## src/rtl/parity_ctrl_pkg.sv

```systemverilog
// Shared encodings for the parity engine controller: operation modes and FSM states.
package parity_ctrl_pkg;

  localparam logic [1:0] MODE_GEN_EVEN = 2'b00;
  localparam logic [1:0] MODE_GEN_ODD  = 2'b01;
  localparam logic [1:0] MODE_CHK_EVEN = 2'b10;
  localparam logic [1:0] MODE_CHK_ODD  = 2'b11;

  localparam logic [1:0] ST_IDLE = 2'd0;
  localparam logic [1:0] ST_EXEC = 2'd1;
  localparam logic [1:0] ST_RESP = 2'd2;

endpackage

```

## src/rtl/parity_core.sv

```systemverilog
// Combinational parity generate/check core; the parity bit sits at the MSB of data_out.
module parity_core
  import parity_ctrl_pkg::*;
#(
  parameter int DATA_W = 8
) (
  input  logic [1:0]        mode,
  input  logic [DATA_W-1:0] data,
  input  logic              parity_in,
  output logic [DATA_W:0]   data_out,
  output logic              error
);

  logic x;

  always_comb begin
    x        = ^data;
    data_out = {1'b0, data};
    error    = 1'b0;
    case (mode)
      MODE_GEN_EVEN: data_out = {x, data};
      MODE_GEN_ODD:  data_out = {~x, data};
      // check modes echo the received parity bit rather than a recomputed one
      MODE_CHK_EVEN: begin
        data_out = {parity_in, data};
        error    = x ^ parity_in;
      end
      MODE_CHK_ODD: begin
        data_out = {parity_in, data};
        error    = ~(x ^ parity_in);
      end
      default: ;
    endcase
  end

endmodule

```

## src/rtl/parity_engine_ctrl.sv

```systemverilog
// Two-port round-robin front end sharing one parity core, with a registered response channel.
// Optional sticky error flag with err_clr is enabled by defining PARITY_STICKY_ERR_EN.
module parity_engine_ctrl
  import parity_ctrl_pkg::*;
#(
  parameter int CNT_W  = 8,
  parameter int DATA_W = 8
) (
  input  logic              clk,
  input  logic              rst,
  input  logic              req0_valid,
  output logic              req0_ready,
  input  logic [1:0]        req0_mode,
  input  logic [DATA_W-1:0] req0_data,
  input  logic              req0_parity,
  input  logic              req1_valid,
  output logic              req1_ready,
  input  logic [1:0]        req1_mode,
  input  logic [DATA_W-1:0] req1_data,
  input  logic              req1_parity,
  output logic              rsp_valid,
  input  logic              rsp_ready,
  output logic              rsp_id,
  output logic [DATA_W:0]   rsp_data,
  output logic              rsp_error,
  output logic [CNT_W-1:0]  err_count,
  output logic              busy
`ifdef PARITY_STICKY_ERR_EN
  ,
  input  logic              err_clr,
  output logic              err_sticky
`endif
);

  logic [1:0]        state_q, state_d;
  logic              ptr_q, ptr_d;
  logic [1:0]        op_mode_q, op_mode_d;
  logic [DATA_W-1:0] op_data_q, op_data_d;
  logic              op_par_q, op_par_d;
  logic              op_id_q, op_id_d;
  logic              rsp_id_q, rsp_id_d;
  logic [DATA_W:0]   rsp_data_q, rsp_data_d;
  logic              rsp_error_q, rsp_error_d;
  logic [CNT_W-1:0]  err_count_q, err_count_d;
  logic              grant0, grant1;
  logic [DATA_W:0]   core_data;
  logic              core_error;
  logic              fail_evt;

  parity_core #(.DATA_W(DATA_W)) u_core (
    .mode      (op_mode_q),
    .data      (op_data_q),
    .parity_in (op_par_q),
    .data_out  (core_data),
    .error     (core_error)
  );

  // ptr_q == 0 favours requester 0 when both are valid
  always_comb begin
    grant0 = (state_q == ST_IDLE) && req0_valid && (!req1_valid || !ptr_q);
    grant1 = (state_q == ST_IDLE) && req1_valid && (!req0_valid || ptr_q);
    fail_evt = (state_q == ST_EXEC) && core_error;
  end

  always_comb begin
    state_d     = state_q;
    ptr_d       = ptr_q;
    op_mode_d   = op_mode_q;
    op_data_d   = op_data_q;
    op_par_d    = op_par_q;
    op_id_d     = op_id_q;
    rsp_id_d    = rsp_id_q;
    rsp_data_d  = rsp_data_q;
    rsp_error_d = rsp_error_q;
    err_count_d = err_count_q;
    case (state_q)
      ST_IDLE: begin
        if (grant0) begin
          op_mode_d = req0_mode;
          op_data_d = req0_data;
          op_par_d  = req0_parity;
          op_id_d   = 1'b0;
          ptr_d     = 1'b1;
          state_d   = ST_EXEC;
        end else if (grant1) begin
          op_mode_d = req1_mode;
          op_data_d = req1_data;
          op_par_d  = req1_parity;
          op_id_d   = 1'b1;
          ptr_d     = 1'b0;
          state_d   = ST_EXEC;
        end
      end
      ST_EXEC: begin
        rsp_id_d    = op_id_q;
        rsp_data_d  = core_data;
        rsp_error_d = core_error;
        if (core_error && (err_count_q != {CNT_W{1'b1}})) begin
          err_count_d = err_count_q + 1'b1;
        end
        state_d = ST_RESP;
      end
      ST_RESP: begin
        if (rsp_ready) begin
          state_d = ST_IDLE;
        end
      end
      default: state_d = ST_IDLE;
    endcase
  end

  always_ff @(posedge clk) begin
    if (rst) begin
      state_q     <= ST_IDLE;
      ptr_q       <= 1'b0;
      op_mode_q   <= '0;
      op_data_q   <= '0;
      op_par_q    <= 1'b0;
      op_id_q     <= 1'b0;
      rsp_id_q    <= 1'b0;
      rsp_data_q  <= '0;
      rsp_error_q <= 1'b0;
      err_count_q <= '0;
    end else begin
      state_q     <= state_d;
      ptr_q       <= ptr_d;
      op_mode_q   <= op_mode_d;
      op_data_q   <= op_data_d;
      op_par_q    <= op_par_d;
      op_id_q     <= op_id_d;
      rsp_id_q    <= rsp_id_d;
      rsp_data_q  <= rsp_data_d;
      rsp_error_q <= rsp_error_d;
      err_count_q <= err_count_d;
    end
  end

`ifdef PARITY_STICKY_ERR_EN
  logic err_sticky_q, err_sticky_d;

  always_comb begin
    err_sticky_d = err_sticky_q;
    if (fail_evt) begin
      err_sticky_d = 1'b1;
    end else if (err_clr) begin
      err_sticky_d = 1'b0;
    end
  end

  always_ff @(posedge clk) begin
    if (rst) begin
      err_sticky_q <= 1'b0;
    end else begin
      err_sticky_q <= err_sticky_d;
    end
  end

  assign err_sticky = err_sticky_q;
`else
  logic unused_fail_evt;
  assign unused_fail_evt = fail_evt;
`endif

  assign req0_ready = grant0;
  assign req1_ready = grant1;
  assign rsp_valid  = (state_q == ST_RESP);
  assign rsp_id     = rsp_id_q;
  assign rsp_data   = rsp_data_q;
  assign rsp_error  = rsp_error_q;
  assign err_count  = err_count_q;
  assign busy       = (state_q != ST_IDLE);

endmodule

```

## config.mk

```make
export PLATFORM = sky130hd
export DESIGN_NAME = parity_engine_ctrl
export DESIGN_NICKNAME = d
export VERILOG_FILES = /design/src/rtl/parity_ctrl_pkg.sv /design/src/rtl/parity_core.sv /design/src/rtl/parity_engine_ctrl.sv
export SDC_FILE = /design/constraint.sdc
export NUM_CORES = 1
export LEC_CHECK = 0
export BUFFER_PORTS_ARGS = -buffer_cell sky130_fd_sc_hd__clkbuf_2
export CORE_MARGIN = 10
export CORE_UTILIZATION = 44
export DETAILED_ROUTE_END_ITERATION = 10
export HOLD_SLACK_MARGIN = 0.15
export PLACE_DENSITY = 0.74
export SLEW_MARGIN = 40
export SYNTH_ARGS = -nofsm -noshare
export SYNTH_HDL_FRONTEND = slang
export SYNTH_SLANG_ARGS = --single-unit
```

## constraint.sdc

```tcl
create_clock -name clk -period 2.05 [get_ports clk]
set_input_delay 0.1025 -clock clk [delete_from_list [all_inputs] [get_ports clk]]
set_output_delay 0.1025 -clock clk [all_outputs]
set_load 0.01 [all_outputs]
```

Word-level counts from Yosys, hierarchy flattened

Index checks and enable logic that the tools add are counted.

Register bits after elaboration: 34
Latch bits: 0
Bits in writable memories: 0
ROM bits: 0
Input bits: 27
Logic and storage cells: 57
Memories: 0

$add $sub $neg: 1
Multipliers: 0
Divide/modulo/power cells: 0
Magnitude comparators: 0
Eq/ne operators: 8
Shifts and indexed selects: 0
Multiplexer cells: 16
Bitwise operators: 3
Reductions and logical operators: 19

Operator list:

| kind                                          | number |
|---|---|
| case mux 9 bit (3 select lines)               | 1 |
| two-way mux 8 bit                             | 2 |
| two-way mux 2 bit                             | 5 |
| adder 8 x 1 -> 8 bit, second input constant   | 1 |
| != test 8 bit, second input constant          | 1 |
| parity 8 bit                                  | 1 |
| == test 2 bit, second input constant          | 3 |
| two-way mux 1 bit                             | 6 |
| case mux 2 bit (3 select lines)               | 1 |
| AND reduction 2 bit                           | 3 |
| logical AND 1 bit                             | 5 |
| == test 2 x 1 -> 1 bit, second input constant | 2 |
| zero test 2 bit                               | 2 |
| nonzero test 2 bit                            | 2 |
| zero test 1 bit                               | 3 |
| != test 3 bit, second input constant          | 1 |
| logical OR 1 bit                              | 2 |
| != test 2 x 1 -> 1 bit, second input constant | 1 |
| inverter 1 bit                                | 2 |
| case mux 1 bit (2 select lines)               | 1 |
| OR reduction 2 bit                            | 1 |
| bitwise XOR 1 bit                             | 1 |

Longest topological paths before layout

Gate-level depths: netlist of run 1.

Depth in word-level cells: 6
Depth in mapped cells: 7

Cells and area by module

A second synthesis of run 1 with hierarchy kept.

Cells, all modules: 178
Area total of the unflattened synthesis: 1602.8 sq um

Modules (own cells, without submodules):

| module             | times used | cells an instance | area each (sq um) |
|---|---|---|---|
| parity_engine_ctrl | 1          | 159               | 1426.4 |
| parity_core        | 1          | 19                | 176.4 |

Worst setup path before layout of run 1

OpenSTA, ideal clock, no wires.

Path type: register to register
Start point: register op_data_q[7]
End point: register err_count_q[2] (netlist: err_count[2])
Setup time: 0.070 ns
Data arrival time: 1.845 ns
Required time: 1.980 ns
Path slack: 0.135 ns
Cell stages (with the launch flop): 7
Period minus slack after synthesis: 1.915 ns
Cells stage by stage: dfxtp_1 -> xnor3_2 -> xnor2_4 -> xnor2_1 -> buf_6 -> or4_1 -> a21oi_1

Word-level cells in the longest chain between the ends: 6

Ends and longest elaborated chain:

| element                           | line                                 | text |
|---|---|---|
| start, declared                   | parity_engine_ctrl.sv:38             | `logic [DATA_W-1:0] op_data_q, op_data_d;` |
| start signal, assigned            | parity_engine_ctrl.sv:128            | `op_data_q <= op_data_d;` |
| parity 8 bit *                    | parity_core.sv:17                    | `x = ^data;` |
| bitwise XOR 1 bit *               | parity_core.sv:26, parity_core.sv:30 |  |
| inverter 1 bit                    | parity_core.sv:30                    | `error = ~(x ^ parity_in);` |
| case mux 1 bit (2 select lines) * | parity_core.sv:20                    | `case (mode)` |
| logical AND 1 bit *               | parity_engine_ctrl.sv:98             | `if (core_error && (err_count_q != {CNT_W{1'b1}})) begin` |
| AND reduction 2 bit (no line) *   | n/a                                  |  |
| end signal, assigned              | parity_engine_ctrl.sv:134            | `err_count_q <= err_count_d;` |
| end, declared                     | parity_engine_ctrl.sv:44             | `logic [CNT_W-1:0] err_count_q, err_count_d;` |

Every way passes the cells marked *; elsewhere a longest branch is shown, timed or not.
A chain may end at the register's enable or synchronous reset.

Final worst setup path of run 1

Start point: register op_data_q[6]
End point: register err_count_q[3] (netlist: err_count[3])

Same word-level chain as after synthesis.

==> Flow_metrics.wiki, run 1 <==
{| class="wikitable"
! Metric !! Value
|-
| Worst voltage drop across the vdd grid || 0.5547 mV
|-
| Async SR Flop Fraction || 0
|-
| Antenna violations before repair || 0
|-
| Clock sink count || 34
|-
| Effective utilization at floorplan || 0.4543
|-
| Share of the cycle needed by the critical path after routing || 0.9889
|-
| Clock transition at path regs || 110 ps
|-
| Clk buf depth || 2
|-
| WS Path Type || flop to flop
|-
| Total number of H-tree levels || 2
|-
| Sequential Area || 685.7 um^2
|-
| Area leader, netlist || sky130_fd_sc_hd__dfxtp_1
|-
| Worst setup slack before clock tree synthesis || -64.09 ps
|-
| Cell types with the largest area share after synthesis || sky130_fd_sc_hd__dfxtp_1, sky130_fd_sc_hd__nand2_1, sky130_fd_sc_hd__a21oi_1
|-
| Most frequent cell after synthesis || sky130_fd_sc_hd__dfxtp_1
|-
| Start point of the worst hold path || req0_valid
|-
| Maximum operating frequency || 493.3 MHz
|-
| Post-Layout Inst Area || 2232 um^2
|-
| Core Box Area || 3311 um^2
|-
| Skew-Pair Late Insertion Delay || 340 ps
|-
| Cell at the root of the clock tree || sky130_fd_sc_hd__clkbuf_4
|-
| Pins over their slew limit || 0
|-
| Crit path max fanout || 10
|-
| Final period demand of the worst path || 2027 ps
|-
| Vias per inst || 5.334
|-
| Site Rows || 21
|-
| Worst-case clock skew || 3.796 ps
|-
| Startpoint of the worst register-to-register path || op_data_q[6]
|-
| Antenna-violating nets left || 0
|-
| Largest net degree at the start of global routing || 35
|-
| Diode insertion count for antenna repair || 0
|-
| Arrival time of data at the critical path endpoint || 2290 ps
|-
| Flip-flop and latch count after synthesis || 34
|-
| I/O Pins || 50
|-
| Transition time at the pin with the least slew margin || 704.1 ps
|-
| TritonCTS clock tree || built
|-
| Area of the multi-input gates || 820.8 um^2
|-
| Cells after Synth || 170
|-
| Final worst hold slack || 210.5 ps
|-
| Worst Setup End Kind || flop
|-
| Pwr/cell area || 846.4 nW/um^2
|-
| Detailed placer's ending HPWL || 2873 um
|-
| Number of endpoints with negative hold slack in the final report || 0
|-
| Total of endpoints with negative setup slack in the final report || 0
|-
| Mean cell area of the mapped netlist || 8.847 um^2
|-
| Height of the die || 78.47 um
|-
| Maximum single-stage delay on the critical path || 510 ps
|-
| Routed len/inst || 15.18 um
|-
| Sequential-to-total area share from yosys stat || 0.4526
|-
| Leakage power summed over all cells || 0.9381 nW
|-
| Wire length of the first global-routing pass || 7176 um
|-
| Layout Nets || 283
|-
| First DRT Iteration DRCs || 117
|-
| Number of warnings issued by yosys || 0
|-
| Total CTS buffers || 5
|-
| Setup TNS || 0 ps
|-
| Max-slew headroom at the worst pin || 0.5306
|-
| DP Area || 1814 um^2
|-
| Total detailed-routing wirelength || 4585 um
|-
| Distinct cells, synth || 32
|-
| Critical-path cell with the highest stage delay || sky130_fd_sc_hd__or4_1
|-
| Total congestion overflow || 0
|-
| Worst setup slack after layout || 22.81 ps
|-
| Layout cells sized above 1 || 0.3242
|-
| All-Layer GR Usage || 0.1403
|-
| Number of iterations in the first detailed-routing pass || 5
|-
| Run status || finished, final reports clean
|-
| Main flop type after synthesis || sky130_fd_sc_hd__dfxtp_1
|-
| Critical-path cell list || xnor2_2 -> xnor3_2 -> xnor2_4 -> or4_1 -> a21oi_1
|-
| Synthesized net count || 198
|-
| Max-cap violations || 0
|-
| Startpoint kind of the worst setup timing path || flop
|-
| Area share of the largest cell type after synthesis || 0.4526
|-
| Die ar. || 6157 um^2
|-
| Worst setup path startpoint || op_data_q[6]
|-
| EDFF count, synth || 0
|-
| Routability Congestion || 0.8084
|-
| Tot Pwr || 0.001889 W
|-
| Area growth from synthesis to layout || 48.42%
|-
| Worst endpoint required time || 2320 ps
|-
| Number of vias in the routed layout || 1,611
|-
| DRC Markers || 0
|-
| Post-synthesis cell area || 1504 um^2
|-
| HP Class || primary input to flop
|-
| Vias in the first global route || 1,634
|-
| Top cells by instance count after synthesis || sky130_fd_sc_hd__dfxtp_1, sky130_fd_sc_hd__nand2_1, sky130_fd_sc_hd__a21oi_1, sky130_fd_sc_hd__nor2_1, sky130_fd_sc_hd__a222oi_1
|-
| Total of fill cells in the finished design || 294
|-
| Horizontal die dimension || 78.47 um
|-
| PortBufs || 49
|}
[kinds of logic (layout without fill, tap and decap cells)]
group                    after synthesis  after routing  share of synthesized area
AO/OA/AOI/OAI                         43             43                     0.1897
XOR/XNOR                               9              9                    0.08486
adder cells (fa/ha/maj)                1              1                   0.008318
buffers and inverters                 12             98                    0.03494
flip-flops                            34             34                     0.4526
multiplexers                           4              4                    0.02662
AND/OR/NAND/NOR                       67             67                     0.2030
[worst paths after layout]
kind / end / slack, ps / cells past startpoint
max reg2reg: err_count[3] / 20 / 5
max: err_count[3] / 20 / 5
min: state_q[0] / 210 / 3
min reg2reg: rsp_data[5] / 460 / 2
[power by group]
group | internal [W] | total [W] | leakage (nW) | switching [W]
combinational | 0.000399 | 0.000739 | 0.625 | 0.000340
sequential | 0.000704 | 0.000747 | 0.279 | 0.0000421
clock | 0.000165 | 0.000404 | 0.0343 | 0.000239
[what timing repair did]
item / 4_1_cts / 5_1_grt
setup buffers: 0 / 5
hold buffers: 25 / 0
endpoints found under the hold margin: 13 / 0
cloned: 0 / 1
endpoints found under the setup margin: 8 / 17
pin swaps: 0 / 4
resized for setup: 1 / 13
[critical path, delay by kind of cell, from the launching register on]
family          cells  cell delay [ps]
simple gates        1              510
compound gates      1              150
xor+xnor            3              910
flops               1              390
[flip-flops by register name (all words and copies together) (netlist names)]
name,flops
err_count,8
op_data_q,8
op_id_q,1
op_mode_q,2
op_par_q,1
ptr_q,1
rsp_data,9
rsp_error,1
rsp_id,1
state_q,2
[layout by cell type (no fill, tap or decap), drive strengths merged, types with 4 or more instances in the layout]
master	n
a21oi	20
dfxtp	34
nand3	4
a211oi	4
o31ai	4
nor2	19
xnor2	6
buf	11
clkbuf	55
nand2	27
or4	4
mux2i	4
dlygate4sd3	24
a222oi	8
[stage by stage]
stage,instances,utilization
after floorplan,170,-
after global placement,263,0.5480
after detailed placement,263,0.5480
after CTS,296,0.6451
after global routing,302,0.6742
final,302,0.6742
[layer usage]
layer,vias up,share of wire,global-route usage
met5,-,0,0
met4,0,0.030,0.05914
met3,14,0.063,0.05467
met2,50,0.49,0.2360
met1,757,0.41,0.1541
li1,790,-,-
[final cells by class]
| cell class | count | area share |
|---|---|---|
| Clock inverter | 2 | 0.005605 |
| Clock buffer | 6 | 0.02298 |
| Multi-Input combinational cell | 124 | 0.3677 |
| Timing Repair Buffer | 85 | 0.2601 |
| Sequential cell | 34 | 0.3072 |
| Tap cell | 46 | 0.02578 |
| Inverter | 4 | 0.008408 |
| Timing Repair inverter | 1 | 0.002242 |
Power figures use the tool's default switching activity.
==> inputs of run 2 (changes only) <==
- CORE_UTILIZATION: 44 -> 51
- CTS_BUF_LIST: default -> sky130_fd_sc_hd__clkbuf_4
- PLACE_DENSITY: 0.74 -> 0.81
- clock period: 2.05 -> 1.9 ns (I/O delays scaled with it)
==> run 2 against run 1 <==
The flow now finishes with violations (setup timing). Power increased by 15%. Clock skew increased by 3.3 ps. Utilization increased by 18 points. Die area decreased by 10%. Clock-buffer cell count decreased by 1. Sequential share of layout area decreased by 1.5 points. Non-clock buffer count increased by 8. Wire length increased by 25%. Via count increased by 8.3%. Largest cell class unchanged. Combinational power increased by 32%. First-iteration DRC count increased by 26%. Final cell count decreased by 1.7%.
==> Flow_metrics.wiki, run 2 (synthesis results as in run 1) <==
{| class="wikitable"
! Metric !! Value
|-
| Vias in the first global route || 1,705 (was 1,634)
|-
| Clock sink count || 34 (unchanged)
|-
| Area growth from synthesis to layout || 57.15% (was 48.42%)
|-
| Number of iterations in the first detailed-routing pass || 4 (was 5)
|-
| Total number of H-tree levels || 2 (unchanged)
|-
| Worst-case clock skew || 7.062 ps (was 3.796 ps)
|-
| Die ar. || 5521 um^2 (was 6157 um^2)
|-
| Site Rows || 19 (was 21)
|-
| Layout Nets || 290 (was 283)
|-
| Core Box Area || 2781 um^2 (was 3311 um^2)
|-
| Clk buf depth || 2 (unchanged)
|-
| Vias per inst || 5.872 (was 5.334)
|-
| Max FFs per register || 9 (unchanged)
|-
| Cell at the root of the clock tree || sky130_fd_sc_hd__clkbuf_4 (unchanged)
|-
| Max-cap violations || 0 (unchanged)
|-
| Number of endpoints with negative hold slack in the final report || 0 (unchanged)
|-
| Wire length of the first global-routing pass || 8231 um (was 7176 um)
|-
| Antenna-violating nets left || 0 (unchanged)
|-
| Total congestion overflow || 0 (unchanged)
|-
| TritonCTS clock tree || built (unchanged)
|-
| Largest net degree at the start of global routing || 35 (unchanged)
|-
| Maximum operating frequency || 510.2 MHz (was 493.3 MHz)
|-
| Clock transition at path regs || 110 ps (about the same)
|-
| Detailed placer's ending HPWL || 3086 um (was 2873 um)
|-
| Most common library cell in the layout ignoring fill and taps || sky130_fd_sc_hd__clkbuf_2 (unchanged)
|-
| Top library cells by usage in the layout, fill and taps aside || sky130_fd_sc_hd__clkbuf_2, sky130_fd_sc_hd__dfxtp_1, sky130_fd_sc_hd__nand2_1, sky130_fd_sc_hd__dlygate4sd3_1 (was sky130_fd_sc_hd__clkbuf_2, sky130_fd_sc_hd__dfxtp_1, sky130_fd_sc_hd__nand2_1, sky130_fd_sc_hd__dlygate4sd3_1, sky130_fd_sc_hd__a21oi_1)
|-
| Met1 GRT Util || 0.1908 (was 0.1541)
|-
| Total CTS buffers || 5 (unchanged)
|-
| Pwr/cell area || 920.6 nW/um^2 (was 846.4 nW/um^2)
|-
| I/O Pins || 50 (unchanged)
|-
| Routed len/inst || 19.25 um (was 15.18 um)
|-
| Busiest metal layer after global routing || met2 (unchanged)
|-
| Horizontal die dimension || 74.31 um (was 78.47 um)
|-
| Arrival time of data at the critical path endpoint || 2220 ps (was 2290 ps)
|-
| Violations in the final reports || setup timing
|-
| Worst voltage drop across the vdd grid || 0.9099 mV (was 0.5547 mV)
|-
| Total detailed-routing wirelength || 5718 um (was 4585 um)
|-
| All-Layer GR Usage || 0.1928 (was 0.1403)
|-
| Total of endpoints with negative setup slack in the final report || 4 (was 0)
|-
| Crit path max fanout || 6 (was 10)
|-
| Maximum single-stage delay on the critical path || 520 ps (was 510 ps)
|-
| Share of the cycle needed by the critical path after routing || 1.032 (was 0.9889)
|-
| Max-slew headroom at the worst pin || 0.5184 (was 0.5306)
|-
| Pins over their slew limit || 0 (unchanged)
|-
| Antenna violations before repair || 3 (was 0)
|-
| Worst setup slack after layout || -60.14 ps (was 22.81 ps)
|-
| Run status || finished, violations left (was finished, final reports clean)
|-
| Leakage power summed over all cells || 0.9996 nW (was 0.9381 nW)
|-
| Critical-path cell with the highest stage delay || sky130_fd_sc_hd__xnor3_2 (was sky130_fd_sc_hd__or4_1)
|-
| Critical-path cell list || xnor2_2 -> xnor3_2 -> xnor2_4 -> or4_1 -> a21oi_1 (unchanged)
|-
| RSZ-0062 raised after global routing || yes
|-
| PortBufs || 49 (unchanged)
|-
| Utilization of the core after routing || 0.8498 (was 0.6742)
|-
| Height of the die || 74.31 um (was 78.47 um)
|-
| Startpoint kind of the worst setup timing path || flop (unchanged)
|-
| Worst setup slack before clock tree synthesis || -66.79 ps (was -64.09 ps)
|-
| Worst Setup End Kind || flop (unchanged)
|-
| Final period demand of the worst path || 1960 ps (was 2027 ps)
|-
| DP Area || 1857 um^2 (was 1814 um^2)
|-
| Post-Layout Inst Area || 2364 um^2 (was 2232 um^2)
|-
| Number of vias in the routed layout || 1,744 (was 1,611)
|-
| Met2 layer usage reported by global route || 0.3258 (was 0.2360)
|-
| DRC Markers || 0 (unchanged)
|-
| Skew-Pair Late Insertion Delay || 340 ps (about the same)
|-
| Transition time at the pin with the least slew margin || 722.4 ps (was 704.1 ps)
|-
| Worst endpoint required time || 2160 ps (was 2320 ps)
|-
| Effective utilization at floorplan || 0.5407 (was 0.4543)
|-
| First DRT Iteration DRCs || 147 (was 117)
|-
| Layout cells sized above 1 || 0.3764 (was 0.3242)
|-
| Routability Congestion || 0.8460 (was 0.8084)
|-
| WS Path Type || flop to flop (unchanged)
|-
| Total of fill cells in the finished design || 152 (was 294)
|-
| HP Class || primary input to flop (unchanged)
|-
| GR Util met3 || 0.06117 (was 0.05467)
|}
==> run 2: changes by cell type in the layout (fill, tap and decap cells not counted), moves of 3 or more <==
cell,delta
sky130_fd_sc_hd__buf_4,+5
sky130_fd_sc_hd__buf_6,+3
sky130_fd_sc_hd__diode_2,+3
sky130_fd_sc_hd__xnor2_1,-3
sky130_fd_sc_hd__xnor2_2,+3
==> run 2: path summary, 6_finish.rpt <==
path / from / endpoint / slack, ps / cells past startpoint
setup / recovery: op_data_q[3] / err_count[2] / -60 / 5
hold / removal: req0_valid / state_q[0] / 310 / 3
setup reg to reg: op_data_q[3] / err_count[2] / -60 / 5
hold reg to reg: rsp_data[6] / rsp_data[6] / 460 / 2
==> run 2: timing repair <==
item                                    in CTS  in global routing
hold buffers                                25                  0
resized for setup                           10                 20
hold endpoints to repair                    13                  0
endpoints found under the setup margin       5                  9
cloned                                       0                  0
pin swaps                                   11                  9
buffers inserted                             4                  2
==> run 2: critical path, delay by kind of cell, from the launching register on <==
| family | cells | cell delay, ps |
|---|---|---|
| xor gates and xnor gates | 3 | 890 |
| and+or+nand+nor | 1 | 490 |
| DFF | 1 | 350 |
| AOI/OAI and AO/OA | 1 | 140 |
==> run 2: stage by stage <==
stage               TNS [ps]  power (W)  hold slack [ps]  instances
floorplan                  0   0.001209            211.1        170
global placement           0   0.001380            356.9        255
detailed placement    -257.7   0.001404            360.0        255
CTS                        0   0.001975            253.6        292
global route          -448.3   0.002275            350.4        297
finish                -122.4   0.002176            306.8        297
==> run 2: report_power, final <==
part	total [W]	switching, W	internal, W
registers	0.000804	0.0000429	0.000761
logic	0.000978	0.000466	0.000512
clock network	0.000395	0.000257	0.000137
==> run 2: final cells by class <==
type                    instances  area, um^2  share of cell area
clock buffers                   5       37.54             0.01588
diodes                          3       7.507            0.003176
well taps                      31       38.79             0.01641
flip-flops and latches         34       690.7              0.2922
multi-input cells             124       908.4              0.3843
clock inverters                 3       16.27            0.006882
inverters                       4       15.01            0.006353
repair buffers                 93       649.4              0.2747
==> run 2: metal layers <==
metal | up-vias | part of all wire
met3 | 48 | 0.086
met2 | 107 | 0.49
met1 | 783 | 0.32
met5 | - | 0
li1 | 806 | -
met4 | 0 | 0.095
==> inputs of run 3 (changes only) <==
- CORE_UTILIZATION: 51 -> 50
- PLACE_DENSITY: 0.81 -> 0.79
==> run 3 against run 2 <==
The run still ends with setup timing left. Via count shrank 3.8%. Critical path type unchanged. Power up 2.3%. First-iteration DRC count rose by 46%. Final cell count down 2.0%. Register-to-register slack barely moved. Clock-buffer cell count is 2 higher. Sequential power about the same. Utilization shrank 1.7 points. Largest power group unchanged. Largest cell class unchanged. Sequential share of layout area rose by 0.17 points. Global-route usage down 0.88 points.
==> Flow_metrics.wiki, run 3 (synthesis results as in run 1) <==
{| class="wikitable"
! Metric !! Value
|-
| Effective utilization at floorplan || 0.5361 (was 0.5407)
|-
| Total number of H-tree levels || 2 (unchanged)
|-
| Most common library cell in the layout ignoring fill and taps || sky130_fd_sc_hd__clkbuf_2 (unchanged)
|-
| Total of fill cells in the finished design || 164 (was 152)
|-
| Setup TNS || -203.9 ps (was -122.4 ps)
|-
| Comb power frac || 0.394 (was 0.449)
|-
| Horizontal die dimension || 74.85 um (was 74.31 um)
|-
| Leakage power summed over all cells || 0.9931 nW (was 0.9996 nW)
|-
| Register share of total power || 0.360 (was 0.369)
|-
| Part of the power in the clock network || 0.246 (was 0.181)
|-
| I/O Pins || 50 (unchanged)
|-
| Vias in the first global route || 1,650 (was 1,705)
|-
| Core Box Area || 2805 um^2 (was 2781 um^2)
|-
| Routed len/inst || 18.27 um (was 19.25 um)
|-
| Max-cap violations || 0 (unchanged)
|-
| Max-slew headroom at the worst pin || 0.5009 (was 0.5184)
|-
| Clock transition at path regs || 100 ps (was 110 ps)
|-
| Skew-Pair Late Insertion Delay || 340 ps (about the same)
|-
| Violations in the final reports || setup timing (unchanged)
|-
| Worst Setup End Kind || flop (unchanged)
|-
| Max FFs per register || 9 (unchanged)
|-
| All-Layer GR Usage || 0.1840 (was 0.1928)
|-
| Transition time at the pin with the least slew margin || 743.7 ps (was 722.4 ps)
|-
| DRC Markers || 0 (unchanged)
|-
| Run status || finished, violations left (unchanged)
|-
| Routability Congestion || 0.8923 (was 0.8460)
|-
| Utilization of the core after routing || 0.8332 (was 0.8498)
|-
| Final period demand of the worst path || 1964 ps (was 1960 ps)
|-
| Antenna violations before repair || 0 (was 3)
|-
| Total CTS buffers || 5 (unchanged)
|-
| TritonCTS clock tree || built (unchanged)
|-
| Detailed placer's ending HPWL || 3069 um (was 3086 um)
|-
| Number of endpoints with negative hold slack in the final report || 0 (unchanged)
|-
| Height of the die || 74.85 um (was 74.31 um)
|-
| Net switching component of the power || 0.0007204 W (was 0.0007658 W)
|-
| Layout Nets || 287 (was 290)
|-
| Pwr/cell area || 952.8 nW/um^2 (was 920.6 nW/um^2)
|-
| WS Path Type || flop to flop (unchanged)
|-
| Clk buf depth || 2 (unchanged)
|-
| First DRT Iteration DRCs || 215 (was 147)
|-
| Antenna-violating nets left || 0 (unchanged)
|-
| Crit path max fanout || 5 (was 6)
|-
| Wire length of the first global-routing pass || 7928 um (was 8231 um)
|-
| Diode insertion count for antenna repair || 0 (was 3)
|-
| Total of endpoints with negative setup slack in the final report || 5 (was 4)
|-
| Die ar. || 5602 um^2 (was 5521 um^2)
|-
| Internal power component || 0.001506 W (was 0.001410 W)
|-
| Site Rows || 19 (unchanged)
|-
| Vias per inst || 5.763 (was 5.872)
|-
| Worst voltage drop across the vdd grid || 0.5606 mV (was 0.9099 mV)
|-
| Worst setup slack after layout || -63.79 ps (was -60.14 ps)
|-
| Worst-case clock skew || 7.392 ps (was 7.062 ps)
|-
| Total congestion overflow || 0 (unchanged)
|-
| Number of iterations in the first detailed-routing pass || 4 (unchanged)
|-
| Share of the cycle needed by the critical path after routing || 1.034 (was 1.032)
|-
| Layout cells sized above 1 || 0.3615 (was 0.3764)
|-
| Area growth from synthesis to layout || 55.41% (was 57.15%)
|-
| Total detailed-routing wirelength || 5317 um (was 5718 um)
|-
| Top library cells by usage in the layout, fill and taps aside || sky130_fd_sc_hd__clkbuf_2, sky130_fd_sc_hd__dfxtp_1, sky130_fd_sc_hd__nand2_1, sky130_fd_sc_hd__dlygate4sd3_1, sky130_fd_sc_hd__nor2_1 (was sky130_fd_sc_hd__clkbuf_2, sky130_fd_sc_hd__dfxtp_1, sky130_fd_sc_hd__nand2_1, sky130_fd_sc_hd__dlygate4sd3_1)
|-
| Pins over their slew limit || 0 (unchanged)
|-
| RSZ-0062 raised after global routing || yes (unchanged)
|-
| Cell at the root of the clock tree || sky130_fd_sc_hd__clkbuf_4 (unchanged)
|-
| Maximum operating frequency || 509.2 MHz (was 510.2 MHz)
|-
| Arrival time of data at the critical path endpoint || 2230 ps (was 2220 ps)
|-
| Clock sink count || 34 (unchanged)
|-
| Proportion of total power due to net switching || 0.3235 (was 0.3520)
|-
| HP Class || primary input to flop (unchanged)
|-
| Startpoint kind of the worst setup timing path || flop (unchanged)
|-
| Largest net degree at the start of global routing || 35 (unchanged)
|-
| Number of vias in the routed layout || 1,677 (was 1,744)
|-
| Worst endpoint required time || 2170 ps (was 2160 ps)
|-
| PortBufs || 49 (unchanged)
|}
[run 3: changes by cell type in the layout (fill, tap and decap cells not counted), sizes merged]
cell / before / now
buf: 19 / 15
diode: 3 / 0
clkbuf: 54 / 56
clkinv: 3 / 1
bufinv: 0 / 1
clkinvlp: 1 / 0
xnor2: 6 / 7
[run 3: worst max-delay path, cell delays in order (launching register included)]
cell and delay, ps:
sky130_fd_sc_hd__dfxtp_2 350, sky130_fd_sc_hd__xnor2_2 170, sky130_fd_sc_hd__xnor3_2 560, sky130_fd_sc_hd__xnor2_4 190, sky130_fd_sc_hd__or4_4 500, sky130_fd_sc_hd__a21oi_2 130
[run 3: layout make-up]
| type | count | area (um^2) | share of cell area |
|---|---|---|---|
| clock inverter | 1 | 30.03 | 0.01285 |
| tap | 31 | 38.79 | 0.01660 |
| timing repair buffer | 89 | 615.6 | 0.2634 |
| multi-input combinational | 125 | 898.4 | 0.3844 |
| inverter | 4 | 15.01 | 0.006424 |
| clock buffer | 7 | 52.55 | 0.02248 |
| sequential | 34 | 686.9 | 0.2939 |
[run 3: worst paths after layout]
path,end,cells after the start,slack (ps),start
worst max-delay path,err_count[2],5,-60,op_mode_q[0]
worst min-delay path,op_data_q[7],5,260,req0_valid
worst max register to register,err_count[2],5,-60,op_mode_q[0]
worst min register to register,rsp_id,2,460,op_id_q
[run 3: layer usage]
metal  routed length, um  track usage  share of wire  vias to the layer above
met3                 372      0.06176          0.070                       14
met4                 129      0.09244          0.024                        0
met1                2049       0.1923           0.39                      804
li1                    -            -              -                      796
met2                2767       0.3229           0.52                       63
met5                   0            0              0                        -
[run 3: repair_timing]
action	in CTS	in global routing
pin swaps	11	7
hold buffers	25	0
endpoints found under the hold margin	13	0
gates resized for setup	6	16
buffers inserted	3	1
gates cloned	1	0
endpoints found under the setup margin	5	8
[run 3: through the flow]
stage,hold slack (ps),total power [W],instances,area (um^2),worst slack [ps]
floorplan,211.1,0.001209,170,1513,10.17
global placement,353.1,0.001343,253,1842,35.47
detailed placement,359.4,0.001361,253,1842,-37.67
CTS,261.1,0.002106,290,2253,-20.21
global route,313.6,0.002322,291,2337,-106.5
finish,264.8,0.002227,291,2337,-63.79
[run 3: power by group through the flow]
stage	registers (W)	logic [W]	clock network (W)
finish	0.000801	0.000878	0.000548
global route	0.000805	0.000933	0.000584
CTS	0.000797	0.000757	0.000552
detailed placement	0.000811	0.000550	0
global placement	0.000807	0.000535	0
floorplan	0.000813	0.000396	0
